==> src/rtl/rpn_pkg.sv <==
// rtl/rpn_pkg.sv - step codes and default widths shared by the RPN sequencer and the step display
package rpn_pkg;
  localparam int LARGURA_PADRAO     = 8;
  localparam int LARGURA_SEL_PADRAO = 3;

  typedef enum logic [1:0] {
    CAP_A  = 2'b00,
    CAP_B  = 2'b01,
    CAP_OP = 2'b10,
    EXEC   = 2'b11
  } estado_t;
endpackage

==> src/rtl/detector_borda.sv <==
// rtl/detector_borda.sv - rising-edge detector for one level input
module detector_borda (
  input  logic clk,
  input  logic reset_n,
  input  logic x,
  output logic ev
);
  logic x_q;
  logic armado;

  // armado stays low for the first edge after reset, so a level already high
  // at reset release is not taken as a fresh press.
  always_ff @(posedge clk or negedge reset_n) begin
    if (!reset_n) begin
      x_q    <= 1'b0;
      armado <= 1'b0;
    end else begin
      x_q    <= x;
      armado <= 1'b1;
    end
  end

  assign ev = x & ~x_q & armado;
endmodule

==> src/rtl/sequenciador_rpn.sv <==
// rtl/sequenciador_rpn.sv - RPN entry sequencer: captures A, B, op/carry and hands them to the ALU
module sequenciador_rpn
  import rpn_pkg::*;
#(
  parameter int                          LARGURA        = LARGURA_PADRAO,
  parameter int                          LARGURA_SEL    = LARGURA_SEL_PADRAO,
  parameter logic [2**LARGURA_SEL-1:0]   MASCARA_UNARIA = 'h80,
  parameter bit                          ENCADEAR       = 1'b0
) (
  input  logic                   clk,
  input  logic                   reset_n,
  input  logic [LARGURA-1:0]     entrada_sw,
  input  logic                   confirmar,
  input  logic                   voltar,
  input  logic [LARGURA-1:0]     resultado_ula,
  input  logic                   ula_pronta,
  output logic [LARGURA-1:0]     saida_a,
  output logic [LARGURA-1:0]     saida_b,
  output logic [LARGURA_SEL-1:0] saida_sel,
  output logic                   saida_carry_in,
  output logic                   operacao_valida,
  output logic [1:0]             passo
);
  if (LARGURA < LARGURA_SEL + 1) begin : g_largura_invalida
    $error("sequenciador_rpn: LARGURA must be >= LARGURA_SEL+1");
  end

  estado_t          estado, estado_prox;
  logic             ev_conf, ev_volt;
  logic             conf_ok, volt_ok;
  logic             cap_a, cap_b, cap_op, carrega_res;
  logic [LARGURA-1:0] b_reg;

  detector_borda u_borda_conf (.clk(clk), .reset_n(reset_n), .x(confirmar), .ev(ev_conf));
  detector_borda u_borda_volt (.clk(clk), .reset_n(reset_n), .x(voltar),    .ev(ev_volt));

  always_ff @(posedge clk or negedge reset_n) begin
    if (!reset_n) estado <= CAP_A;
    else          estado <= estado_prox;
  end

  // Simultaneous confirm and back cancel each other.
  always_comb begin
    estado_prox = estado;
    cap_a       = 1'b0;
    cap_b       = 1'b0;
    cap_op      = 1'b0;
    carrega_res = 1'b0;
    conf_ok     = ev_conf & ~ev_volt;
    volt_ok     = ev_volt & ~ev_conf;
    case (estado)
      CAP_A: begin
        if (conf_ok) begin
          cap_a       = 1'b1;
          estado_prox = CAP_B;
        end
      end
      CAP_B: begin
        if (conf_ok) begin
          cap_b       = 1'b1;
          estado_prox = CAP_OP;
        end else if (volt_ok) begin
          estado_prox = CAP_A;
        end
      end
      CAP_OP: begin
        if (conf_ok) begin
          cap_op      = 1'b1;
          estado_prox = EXEC;
        end else if (volt_ok) begin
          estado_prox = CAP_B;
        end
      end
      EXEC: begin
        if (ula_pronta) begin
          if (ENCADEAR) begin
            carrega_res = 1'b1;
            estado_prox = CAP_B;
          end else begin
            estado_prox = CAP_A;
          end
        end
      end
      default: estado_prox = CAP_A;
    endcase
  end

  always_ff @(posedge clk or negedge reset_n) begin
    if (!reset_n) begin
      saida_a        <= '0;
      b_reg          <= '0;
      saida_sel      <= '0;
      saida_carry_in <= 1'b0;
    end else begin
      if (cap_a)       saida_a <= entrada_sw;
      if (carrega_res) saida_a <= resultado_ula;
      if (cap_b)       b_reg   <= entrada_sw;
      if (cap_op) begin
        saida_sel      <= entrada_sw[LARGURA_SEL-1:0];
        saida_carry_in <= entrada_sw[LARGURA_SEL];
      end
    end
  end

  assign saida_b         = MASCARA_UNARIA[saida_sel] ? '0 : b_reg;
  assign operacao_valida = (estado == EXEC);
  assign passo           = estado;
endmodule

==> config.mk <==
export PLATFORM = sky130hd
export DESIGN_NAME = sequenciador_rpn
export DESIGN_NICKNAME = d
export VERILOG_FILES = /design/src/rtl/rpn_pkg.sv /design/src/rtl/detector_borda.sv /design/src/rtl/sequenciador_rpn.sv
export SDC_FILE = /design/constraint.sdc
export NUM_CORES = 1
export LEC_CHECK = 0
export BUFFER_PORTS_ARGS = -buffer_cell sky130_fd_sc_hd__clkbuf_2
export CORE_AREA = 8 8 62 64
export DETAILED_ROUTE_END_ITERATION = 7
export DIE_AREA = 0 0 70 72
export PLACE_DENSITY = 0.75
export SYNTH_ARGS = -nofsm -noshare
export SYNTH_HDL_FRONTEND = slang
export SYNTH_HIERARCHICAL = 1
export SYNTH_SLANG_ARGS = --single-unit
==> constraint.sdc <==
create_clock -name clk -period 2.24 [get_ports clk]
set_input_delay 0.448 -clock clk [delete_from_list [all_inputs] [get_ports clk]]
set_output_delay 0.448 -clock clk [all_outputs]
set_load 0.05 [all_outputs]
==> impl.org, run 1 <==
** Power and ir drop
- Summed over all cells, the static leakage comes to 0.684 nW.
- The worst-case IR drop observed on VDD is 0.595 mV.
- Power consumption :: 0.00181 W
- Power density over the cells :: 1350 mW/mm^2

** Cells and area
- Commonest cells after routing, fill and taps aside :: sky130_fd_sc_hd__clkbuf_2, sky130_fd_sc_hd__dfrtp_1, sky130_fd_sc_hd__mux2_2
- Across the whole layout, storage elements account for 651 um^2.
- From synthesis to final layout, the design area changed by 23.9%.
- After filler insertion, the fill cell instance count of the layout stands at 275.
- Footprint of the multi-input gates :: 422 um^2
- The library cell used most frequently in the layout, excluding fill and tap cells, is sky130_fd_sc_hd__clkbuf_2.
- Antenna Cells :: 0
- In the final layout, the share of cells above drive strength 1 is 0.538.
- The final layout contains 140 nets.
- After the flow finishes, the layout carries non-filler instances totaling 150.

** Critical path
- Critical path arrival :: 1.43 ns
- In this run the critical register-to-register path is launched from u_borda_volt/armado.
- Measured in cells, the most critical reg-to-reg path has a length of 6.
- Required time reported for the critical path endpoint :: 1.79 ns
- Type of origin of the critical path :: flip-flop
- In this run the critical register-to-register path is captured at saida_a[0].
- The setup check on the worst reg-to-reg path leaves a slack of 0.54 ns.
- Walking the worst path, the cells encountered are nand3_1, and2_1, clkbuf_2.
- Slowest stage cell on the critical path :: sky130_fd_sc_hd__dfrtp_1
- Along the worst path, the maximum fanout reaches 8.
- The largest single stage delay on the critical path is 0.40 ns.
- The worst setup path is captured at a primary output.
- Kind of critical path :: reg2out

** Clocking
- In this run the deepest clock path goes through 2 buffers.
- Post-CTS repair changed the size of 0 cells.
- # clock sinks :: 26
- TritonCTS built the clock tree.
- Clock latency on the worst-skew pair :: 0.31 ns
- In this run, post-CTS hold repair placed 0 buffers.
- Setup fix buffers added after clock tree synthesis :: 0
- Clock-pin slew was measured on the worst setup and hold paths at 0.14 ns.
- CTS H-tree depth :: 1
- The root buffer cell chosen for the clock tree is sky130_fd_sc_hd__clkbuf_4.
- Buffers inserted during clock tree synthesis total 3.

** STA
- Worst slew pin tran :: 0.648 ns
- Final Max Slew Viols :: 0
- Endpoints failing hold :: 0
- The clock arrives with 0.0103 ns of skew.
- Final min period :: 1.88 ns
- Final TNS setup :: 0 ns
- Max Fclk :: 0.532 GHz
- Final worst path period share :: 0.838
- Unrepaired setup endpoints after global routing :: false
- Setup violations remaining at the end of the flow were counted as 0.
- Slew margin rel. :: 0.568

** Die
- Core Area :: 0.00290 mm^2
- For this configuration, the core starts out at a cell density of 0.375.
- Die width :: 70 um
- Core Rows :: 20
- 44 I/O pins were placed.
- The die covers 0.00504 mm^2.
- Die outline height :: 72 um

** Global route
- The via count of the first global-routing pass was 785.
- The number of antenna violations at the first check in global routing was 0.
- Largest net degree at the start of global routing :: 27
- The first global-routing pass estimated 3.76 mm of wire.
- In the global route stage, overall resource usage came out at 0.0914.
- Global routing finished with a remaining overflow of 0.

** Logic synthesis
- Number of synthesized flops with an enable pin :: 0
- Synthesized area per cell :: 14.1 um^2
- Synthesis produced a netlist whose cell count is 77.
- Register area share after synthesis :: 0.598
- Dominant cells by area after synthesis :: sky130_fd_sc_hd__dfrtp_1, sky130_fd_sc_hd__mux2_2, sky130_fd_sc_hd__and2_1
- Of all flip-flops after synthesis, the portion carrying an async set or reset was 1.00.
- Of all cell types, the one taking the most synthesized area is sky130_fd_sc_hd__dfrtp_1.
- The synthesized netlist occupies a cell area of 0.00109 mm^2.
- The netlist uses 20 different library cells.
- FF+latch count, synth :: 26
- In the synthesized netlist the dominant register cell turns out to be sky130_fd_sc_hd__dfrtp_1.
- Yosys printed 6 warnings.
- The share of synthesized area in the top cell type comes to 0.598.
- Net count after synthesis :: 99

** Routing
- Remaining routing DRC violations :: 0
- Sum of routed wire length over all layers :: 2.16 mm
- The first TritonRoute pass finished after 3 iterations.
- Antenna-violating nets left :: 0
- Drt wl/cell :: 14.4 um
- For this block, the initial DRC count from the detailed router was 21.
- Vias after detailed routing :: 709
- After detailed routing, the number of vias per cell comes to 4.73.

** Placed design
- Final HPWL from detailed placement :: 1.73 mm
- Dpl cells :: 146
- The congestion estimate from routability-driven global placement came to 0.645.
- Count of input and output buffers :: 35

** Job
- The tool flagged a number of max-cap violations equal to 0.

** Worst hold path
- The worst hold path belongs to the class in2async.

** Outcome
- Result of the run :: finished clean
==> worst max path at each step <==
stage	start	to	cells after the start
finish	saida_sel[1]	saida_b[1]	3
global route	saida_sel[1]	saida_b[1]	3
CTS	saida_sel[1]	saida_b[3]	3
detailed placement	voltar	saida_a[7]	7
global placement	voltar	saida_a[0]	7
floorplan	passo[0]	operacao_valida	2
==> per-layer routing <==
metal  global-route usage  share of wire  up-vias
met5                    0              0        -
met4               0.0536          0.017        0
met3               0.0273          0.062        2
met2                0.150           0.52       17
met1                0.103           0.40      345
li1                     -              -      345
==> Yosys cell counts, drive strengths merged (2+ instances only) <==
cell type and n:
o21ai 3, conb 2, and2 9, and3b 2
inv 2, dfrtp 26, mux2 20, nor3b 2
==> per-stage QoR <==
| stage | instance area, um^2 | worst slack [ns] | hold slack [ns] | utilization |
|---|---|---|---|---|
| 6_report | 1350 | 0.362 | 0.128 | 0.464 |
| 5_1_grt | 1350 | 0.204 | 0.162 | 0.464 |
| 4_1_cts | 1350 | 0.314 | 0.143 | 0.464 |
| 3_5_place_dp | 1310 | 0.368 | 0.486 | 0.452 |
| 3_3_place_gp | 1310 | 0.410 | 0.479 | 0.452 |
| 2_1_floorplan | 1090 | 0.490 | 0.152 | - |
==> report_power, final <==
part | switching, W | internal (W)
combinational | 0.000649 | 0.000245
sequential | 0.0000767 | 0.000612
clock | 0.000132 | 0.0000992
total | 0.000858 | 0.000956
==> cell families after synthesis <==
family / count (synthesis) / share of synthesized area
AOI/OAI and AO/OA: 6 / 0.0334
adders and majority gates: 1 / 0.0115
buffers and inverters: 3 / 0.0138
DFF: 26 / 0.598
muxes: 20 / 0.207
other: 2 / 0.00691
and+or+nand+nor: 19 / 0.129
==> final cells by class <==
type	instances	share of cell area
timing repair buffer	37	0.141
sequential	26	0.483
tap	33	0.0306
multi-input combinational	48	0.313
inverter	2	0.00557
clock buffer	4	0.0269
==> critical path: cells and delay by family (launching register included) <==
| kind | cells | cell delay, ns |
|---|---|---|
| buf+inv | 1 | 0.24 |
| flops | 1 | 0.40 |
| simple gates | 2 | 0.48 |
(Power assumes the default switching activity.)
==> inputs of run 2 (changes only) <==
- ABC_AREA: not set -> 1
- CORE_AREA: 8 8 62 64 -> 8 8 64 66
- DIE_AREA: 0 0 70 72 -> 0 0 72 74
- clock period: 2.24 -> 1.85 ns (I/O delays scaled with it)
==> impl.org, run 2 <==
** Clocking
- No sink is reached through more buffers than the 2 on the longest clock path.
- CTS H-tree depth :: 1
- TritonCTS created 3 clock buffers.
- TritonCTS clock tree :: done
- Clock latency on the worst-skew pair :: 0.33 ns
- CTS placed an instance of sky130_fd_sc_hd__clkbuf_4 at the clock tree root.
- The number of gates resized after CTS was 1.
- After clock tree synthesis, the flow added hold-fix buffers numbering 0.
- Clock-pin transition on the worst setup and hold timing paths :: 0.15 ns
- After clock tree synthesis, the setup repair step added 0 buffers.
- # clock sinks :: 26

** Logic synthesis
- Dominant cells by area after synthesis :: sky130_fd_sc_hd__dfrtp_1, sky130_fd_sc_hd__nand2_1, sky130_fd_sc_hd__o21ai_2
- Post-Synthesis Cell Area :: 0.00120 mm^2
- Ranking of synthesized cells by instance count :: sky130_fd_sc_hd__nand2_1, sky130_fd_sc_hd__dfrtp_1, sky130_fd_sc_hd__inv_1
- Of the post-synthesis cell area, the dominant cell type holds 0.542.
- Synthesis produced a netlist with a net count of 151.
- Primary flip-flop cell chosen by synthesis mapping :: sky130_fd_sc_hd__dfrtp_1
- Counting flops and latches in the post-synthesis netlist gives 26.
- Async set-reset flop share out of synthesis :: 1.00
- Synthesis produced 129 cells.
- The most common cell in the synthesized netlist is sky130_fd_sc_hd__nand2_1.
- Counting distinct cell types in the post-synthesis netlist gives 16.
- Register area share after synthesis :: 0.542
- The Yosys step of the flow raised 6 warnings.
- Synthesized area per cell :: 9.31 um^2
- The biggest area contributor in the post-synthesis netlist is sky130_fd_sc_hd__dfrtp_1.
- Counting flops with a built-in enable in the synthesized netlist gives 0.

** Cells and area
- Counting the fill cells in the layout gives 316.
- Proportion of layout cells with a drive suffix above 1 :: 0.416
- Number of nets in the final layout :: 189
- Footprint of the multi-input gates :: 439 um^2
- Most frequent standard cell in the layout excluding fill and tap cells :: sky130_fd_sc_hd__nand2_1
- Area of all sequential standard cells :: 651 um^2
- From synthesis to final layout, the design area changed by 20.6%.
- In the layout the commonest cells are sky130_fd_sc_hd__nand2_1, sky130_fd_sc_hd__clkbuf_2, sky130_fd_sc_hd__dfrtp_1.
- 0 antenna diodes ended up in the layout.

** Critical path
- Worst reg2reg endpoint :: b_reg[1]
- Sort of element at the end of the critical path :: primary output
- Launch point of the critical path :: saida_sel[0]
- The most critical setup path has its endpoint at saida_b[7].
- Setup slack on the worst reg-to-reg path comes out at 0.42 ns.
- At the worst endpoint, the required time is 1.48 ns.
- Kind of critical path :: reg2out
- In this run the critical register-to-register path is launched from u_borda_volt/armado.
- The number of cells on the worst reg-to-reg path is 7.
- STA classifies the critical path startpoint as a flip-flop.
- Worst-path maximum fanout :: 8
- For the worst setup path, the data arrival time is 1.34 ns.

** Worst hold path
- In this run the worst hold path is classified as in2async.

** STA
- Endpoints failing hold :: 0
- The worst pin sits at a relative slew slack of 0.572.
- Worst slew pin tran :: 0.642 ns
- Of the available clock period, the critical path in the final layout requires 0.927.
- Final TNS setup :: 0 ns
- Unrepaired setup endpoints after global routing :: false
- Final clock skew :: 0.0109 ns
- Max Fclk :: 0.583 GHz
- The final number of max-transition violations was 0.
- Final min period :: 1.71 ns
- Worst hold margin :: 0.0223 ns
- Final-report setup violation count :: 0

** Placed design
- Count of input and output buffers :: 35
- Routability-driven placement finished with a final weighted congestion of 0.746.
- Final HPWL from detailed placement :: 1.83 mm

** Power and ir drop
- Leakage power summed over all cells :: 0.838 nW
- Max VDD drop :: 1.02 mV
- Of the total power, the share spent switching nets is 0.547.
- Internal power comes to 0.00129 W.
- Sequential share of power :: 0.341
- Of the total power, the clock network draws 0.105.
- The share of total power dissipated in combinational logic is 0.554.
- Reported net switching power :: 0.00156 W
- Power density over the cells :: 1960 mW/mm^2

** Global route
- The first global-routing pass estimated 4.08 mm of wire.
- Global router's overall resource usage :: 0.0989
- Largest net degree at the start of global routing :: 27
- Overflow after GRT :: 0
- The via count of the first global-routing pass was 873.
- The number of antenna violations at the first check in global routing was 0.

** Outcome
- Result of the run :: finished clean

** Die
- The die covers 0.00533 mm^2.
- In this run the standard cell core region covers 0.00318 mm^2.
- Initial Util :: 0.378
- From left edge to right edge, the die measures 72 um.
- Row generation in the floorplan step produced 21 rows.
- Die outline height :: 74 um
- During I/O placement, the number of pins put on the boundary was 44.

** Routing
- Remaining routing DRC violations :: 0
- Antenna-violating nets left :: 0
- Via-to-Cell Ratio :: 4.20
- Vias after detailed routing :: 890
- Drt wl/cell :: 11.5 um
- Count of TritonRoute iterations in the first routing pass :: 2
- After detailed routing, the total wire length is 2.43 mm.
- Initial drt markers :: 28

** Job
- The tool flagged a number of max-cap violations equal to 0.
[run 2: cell count changes in the layout (fill, tap and decap cells not counted), sizes merged, moves of 6 or more]
cell   before  now
and2        9    0
o21ai       3   20
nand2       1   44
mux2       20    0
inv         2   24
nand3       1    7
[run 2: worst min-delay path by stage]
stage / endpoint / slack, ns / cells after the start
after floorplan: b_reg[0] / 0.07 / 0
after global placement: saida_a[6] / 0.42 / 1
after detailed placement: saida_a[6] / 0.43 / 1
after CTS: saida_a[6] / 0.04 / 1
after global routing: b_reg[7] / 0.06 / 1
final: saida_a[4] / 0.02 / 1
[run 2: per-stage QoR]
step	total power [W]	instance area, um^2	worst slack [ns]	instances	utilization
4_1_cts	0.00288	1450	0.117	212	0.456
5_1_grt	0.00303	1450	0.0273	212	0.456
6_report	0.00284	1450	0.135	212	0.456
2_1_floorplan	0.00222	1200	0.256	129	-
3_5_place_dp	0.00257	1410	0.315	208	0.443
3_3_place_gp	0.00255	1410	0.335	208	0.443
[run 2: power groups by stage]
stage	Sequential, W	Combinational, W	Clock [W]
after CTS	0.000972	0.00160	0.000307
final	0.000969	0.00157	0.000298
after floorplan	0.00141	0.000805	0
after global routing	0.00100	0.00170	0.000327
after global placement	0.000973	0.00157	0
after detailed placement	0.000979	0.00159	0
[run 2: final cells by class]
class	count	area share
inverters	24	0.0622
well taps	46	0.0397
multi-input cells	77	0.303
repair buffers	35	0.121
clock buffers	4	0.0250
flip-flops and latches	26	0.449
[run 2: layer usage]
layer	up-vias	share of wire	wire (um)	global-route usage
li1	461	-	-	-
met2	24	0.46	1110	0.155
met4	0	0.020	48	0.0544
met1	400	0.46	1110	0.114
met3	5	0.065	159	0.0391
met5	-	0	0	0
[run 2: logic make-up after synthesis]
family,share of synthesized area
fa+ha+maj,0.0104
other cells,0.00625
compound gates,0.133
buf+inv,0.0969
flops,0.542
simple gates,0.211
[run 2: critical path, cell delays in order (launching register included)]
cell and delay, ns:
sky130_fd_sc_hd__dfrtp_1 0.44, sky130_fd_sc_hd__nand3_2 0.17, sky130_fd_sc_hd__nand2_1 0.07, sky130_fd_sc_hd__inv_1 0.06
sky130_fd_sc_hd__clkbuf_2 0.27
==> inputs of run 3 (changes only) <==
- BUFFER_PORTS_ARGS: -buffer_cell sky130_fd_sc_hd__clkbuf_2 -> not set
- DONT_BUFFER_PORTS: not set -> 1
- MAX_ROUTING_LAYER: not set -> met4
- PLACE_DENSITY: 0.75 -> 0.65
- clock period: 1.85 -> 1.4 ns (I/O delays scaled with it)
==> impl.org, run 3 (synthesis results as in run 2) <==
** Outcome
- Result of the run :: complete, but fails checks
- The checks that failed: setup timing.

** Critical path
- Sort of element at the end of the critical path :: primary output
- In this run the worst path has a maximum fanout of 8.
- Critical path arrival :: 1.22 ns
- In this run the worst setup path begins at saida_sel[2].
- The worst setup path is of the reg2out kind.
- FF-to-FF Start :: passo[1]
- Required time reported for the critical path endpoint :: 1.12 ns
- STA classifies the critical path startpoint as a flip-flop.

** Worst hold path
- Launch point of the worst hold path :: entrada_sw[7]
- The tightest min-delay check is of the in2reg type.

** Global route
- After global routing the overflow that remains totals 0.
- Initial antenna violation count :: 0
- The first global-routing pass estimated 4.20 mm of wire.
- Across every metal layer, demand over resource in global routing totals 0.103.
- Entering global routing, the biggest net connects 27 pins.
- Number of global-route vias before repair :: 904

** Routing
- Vias after detailed routing :: 871
- After detailed routing, no signal wire sits above met4.
- Initial drt markers :: 27
- The detail route stage leaves a number of antenna-violating nets equal to 0.
- For this run, design rule violations remaining after detail routing come to 0.
- Before antenna repair, the detailed router went through 3 iterations.
- After detailed routing, the met3 layer carries 190 um of wire.
- Wire length on met1 :: 1.05 mm
- After detailed routing, the average wire length per cell comes to 13.2 um.
- Sum of routed wire length over all layers :: 2.59 mm
- Via-to-Cell Ratio :: 4.44
- Summed over all nets, wire length on met2 after detailed routing comes to 1.32 mm.

** Die
- Boundary pin count :: 44
- Initial Util :: 0.378
- Die outline height :: 74 um
- The floorplan step defined a die boundary enclosing 0.00533 mm^2.
- Core Area :: 0.00318 mm^2
- Die width :: 72 um
- The floorplan has 21 rows.

** STA
- Endpoints failing hold :: 0
- Final-report setup violation count :: 8
- Final clock skew :: 0.00623 ns
- The final number of max-transition violations is 0.
- In the finished design, the share of the clock period the worst path needs comes to 1.07.
- Max Fclk :: 0.665 GHz
- Once routing completed, OpenROAD measured the worst setup slack at -0.103 ns.
- Unrepaired setup endpoints after global routing :: true
- Adding up every negative setup slack in the final design gives -0.682 ns.
- Worst hold margin :: 0.125 ns
- Final min period :: 1.50 ns

** Placed design
- Final HPWL from detailed placement :: 1.89 mm
- Routability congestion estimate :: 0.763
- Port buffering added 0 buffers.
- Pre-CTS setup slack :: 0.0474 ns

** Cells and area
- The repair_antennas step left the layout with diodes totalling 0.
- Most frequent standard cell in the layout excluding fill and tap cells :: sky130_fd_sc_hd__nand2_1
- Number of nets in the final layout :: 173
- In the layout the commonest cells are sky130_fd_sc_hd__nand2_1, sky130_fd_sc_hd__dfrtp_1, sky130_fd_sc_hd__o21ai_2.
- Counting the fill cells in the layout gives 299.
- Layout-stage area growth over the synthesis result :: 33.5%
- In the final layout, the share of cells above drive strength 1 is 0.447.

** Power and ir drop
- Power consumption :: 0.00428 W
- Dividing total power by cell area gives a power density of 2670 mW/mm^2.
- Across the VDD grid, the largest voltage drop is 1.20 mV.
- The analysis attributes to cell leakage a power of 0.785 nW.

** Clocking
- Clock buffers created by TritonCTS :: 3
- In this run the deepest clock path goes through 2 buffers.
- TritonCTS built the clock tree.
- After clock tree synthesis, the clock-pin slew on the worst setup and hold paths is 0.14 ns.
- The tree built by TritonCTS fans out to 26 sinks.
- Root Buffer :: sky130_fd_sc_hd__clkbuf_4
- The clock reaches the later pin of the worst-skew pair after 0.31 ns.
- CTS H-tree depth :: 1

** Job
- Reported max-cap violation count :: 0
[run 3: changes by cell type in the layout (fill, tap and decap cells not counted), sizes merged]
| cell | previous run | this run |
|---|---|---|
| clkbuf | 39 | 3 |
| clkinvlp | 0 | 2 |
| bufinv | 0 | 1 |
| dlygate4sd3 | 0 | 3 |
| buf | 0 | 16 |
| inv | 24 | 22 |
[run 3: final cells by class]
| cell class | count | area, um^2 | share of cell area |
|---|---|---|---|
| Sequential cell | 26 | 657 | 0.410 |
| Multi-Input combinational cell | 77 | 485 | 0.303 |
| Timing Repair Buffer | 19 | 254 | 0.158 |
| Inverter | 24 | 97.6 | 0.0608 |
| Tap cell | 46 | 57.6 | 0.0359 |
| Clock inverter | 1 | 30.0 | 0.0187 |
| Clock buffer | 3 | 22.5 | 0.0140 |
[run 3: what timing repair did]
action	4_1_cts	5_1_grt
hold buffers	4	0
pin swaps	1	1
setup buffers	1	1
hold endpoints to repair	28	0
endpoints found under the setup margin	9	23
gates cloned	0	0
gates resized for setup	9	8
[run 3: routing by layer]
layer	up-vias	GRT usage
met5	-	-
met4	0	0.0340
met1	407	0.113
met2	28	0.171
met3	4	0.0350
li1	432	-
[run 3: critical path, cell delays in order, from the launching register on]
cell                         delay, ns
sky130_fd_sc_hd__dfrtp_2          0.41
sky130_fd_sc_hd__nand3_4          0.15
sky130_fd_sc_hd__nand2_2          0.11
sky130_fd_sc_hd__clkinvlp_4       0.24
[run 3: path summary, 6_finish.rpt]
path | cells after the start | endpoint | slack [ns]
worst max-delay path | 3 | saida_b[0] | -0.10
worst min-delay path | 2 | b_reg[7] | 0.13
worst max register to register | 5 | saida_a[0] | 0.11
worst min register to register | 2 | b_reg[4] | 0.51
max in group asynchronous | 2 | passo[0] | 0.85
min in group asynchronous | 2 | saida_a[1] | 0.38
[run 3: stage by stage]
stage,area (um^2),instances,util
floorplan,1220,129,-
global placement,1440,186,0.452
detailed placement,1440,186,0.452
CTS,1560,195,0.490
global route,1600,196,0.505
finish,1600,196,0.505
[run 3: where the power goes]
part / switching, W / internal (W) / leakage, nW / total (W)
clock network: 0.000216 / 0.000289 / 0.0279 / 0.000505
logic: 0.00130 / 0.000790 / 0.437 / 0.00209
registers: 0.000637 / 0.00105 / 0.320 / 0.00168
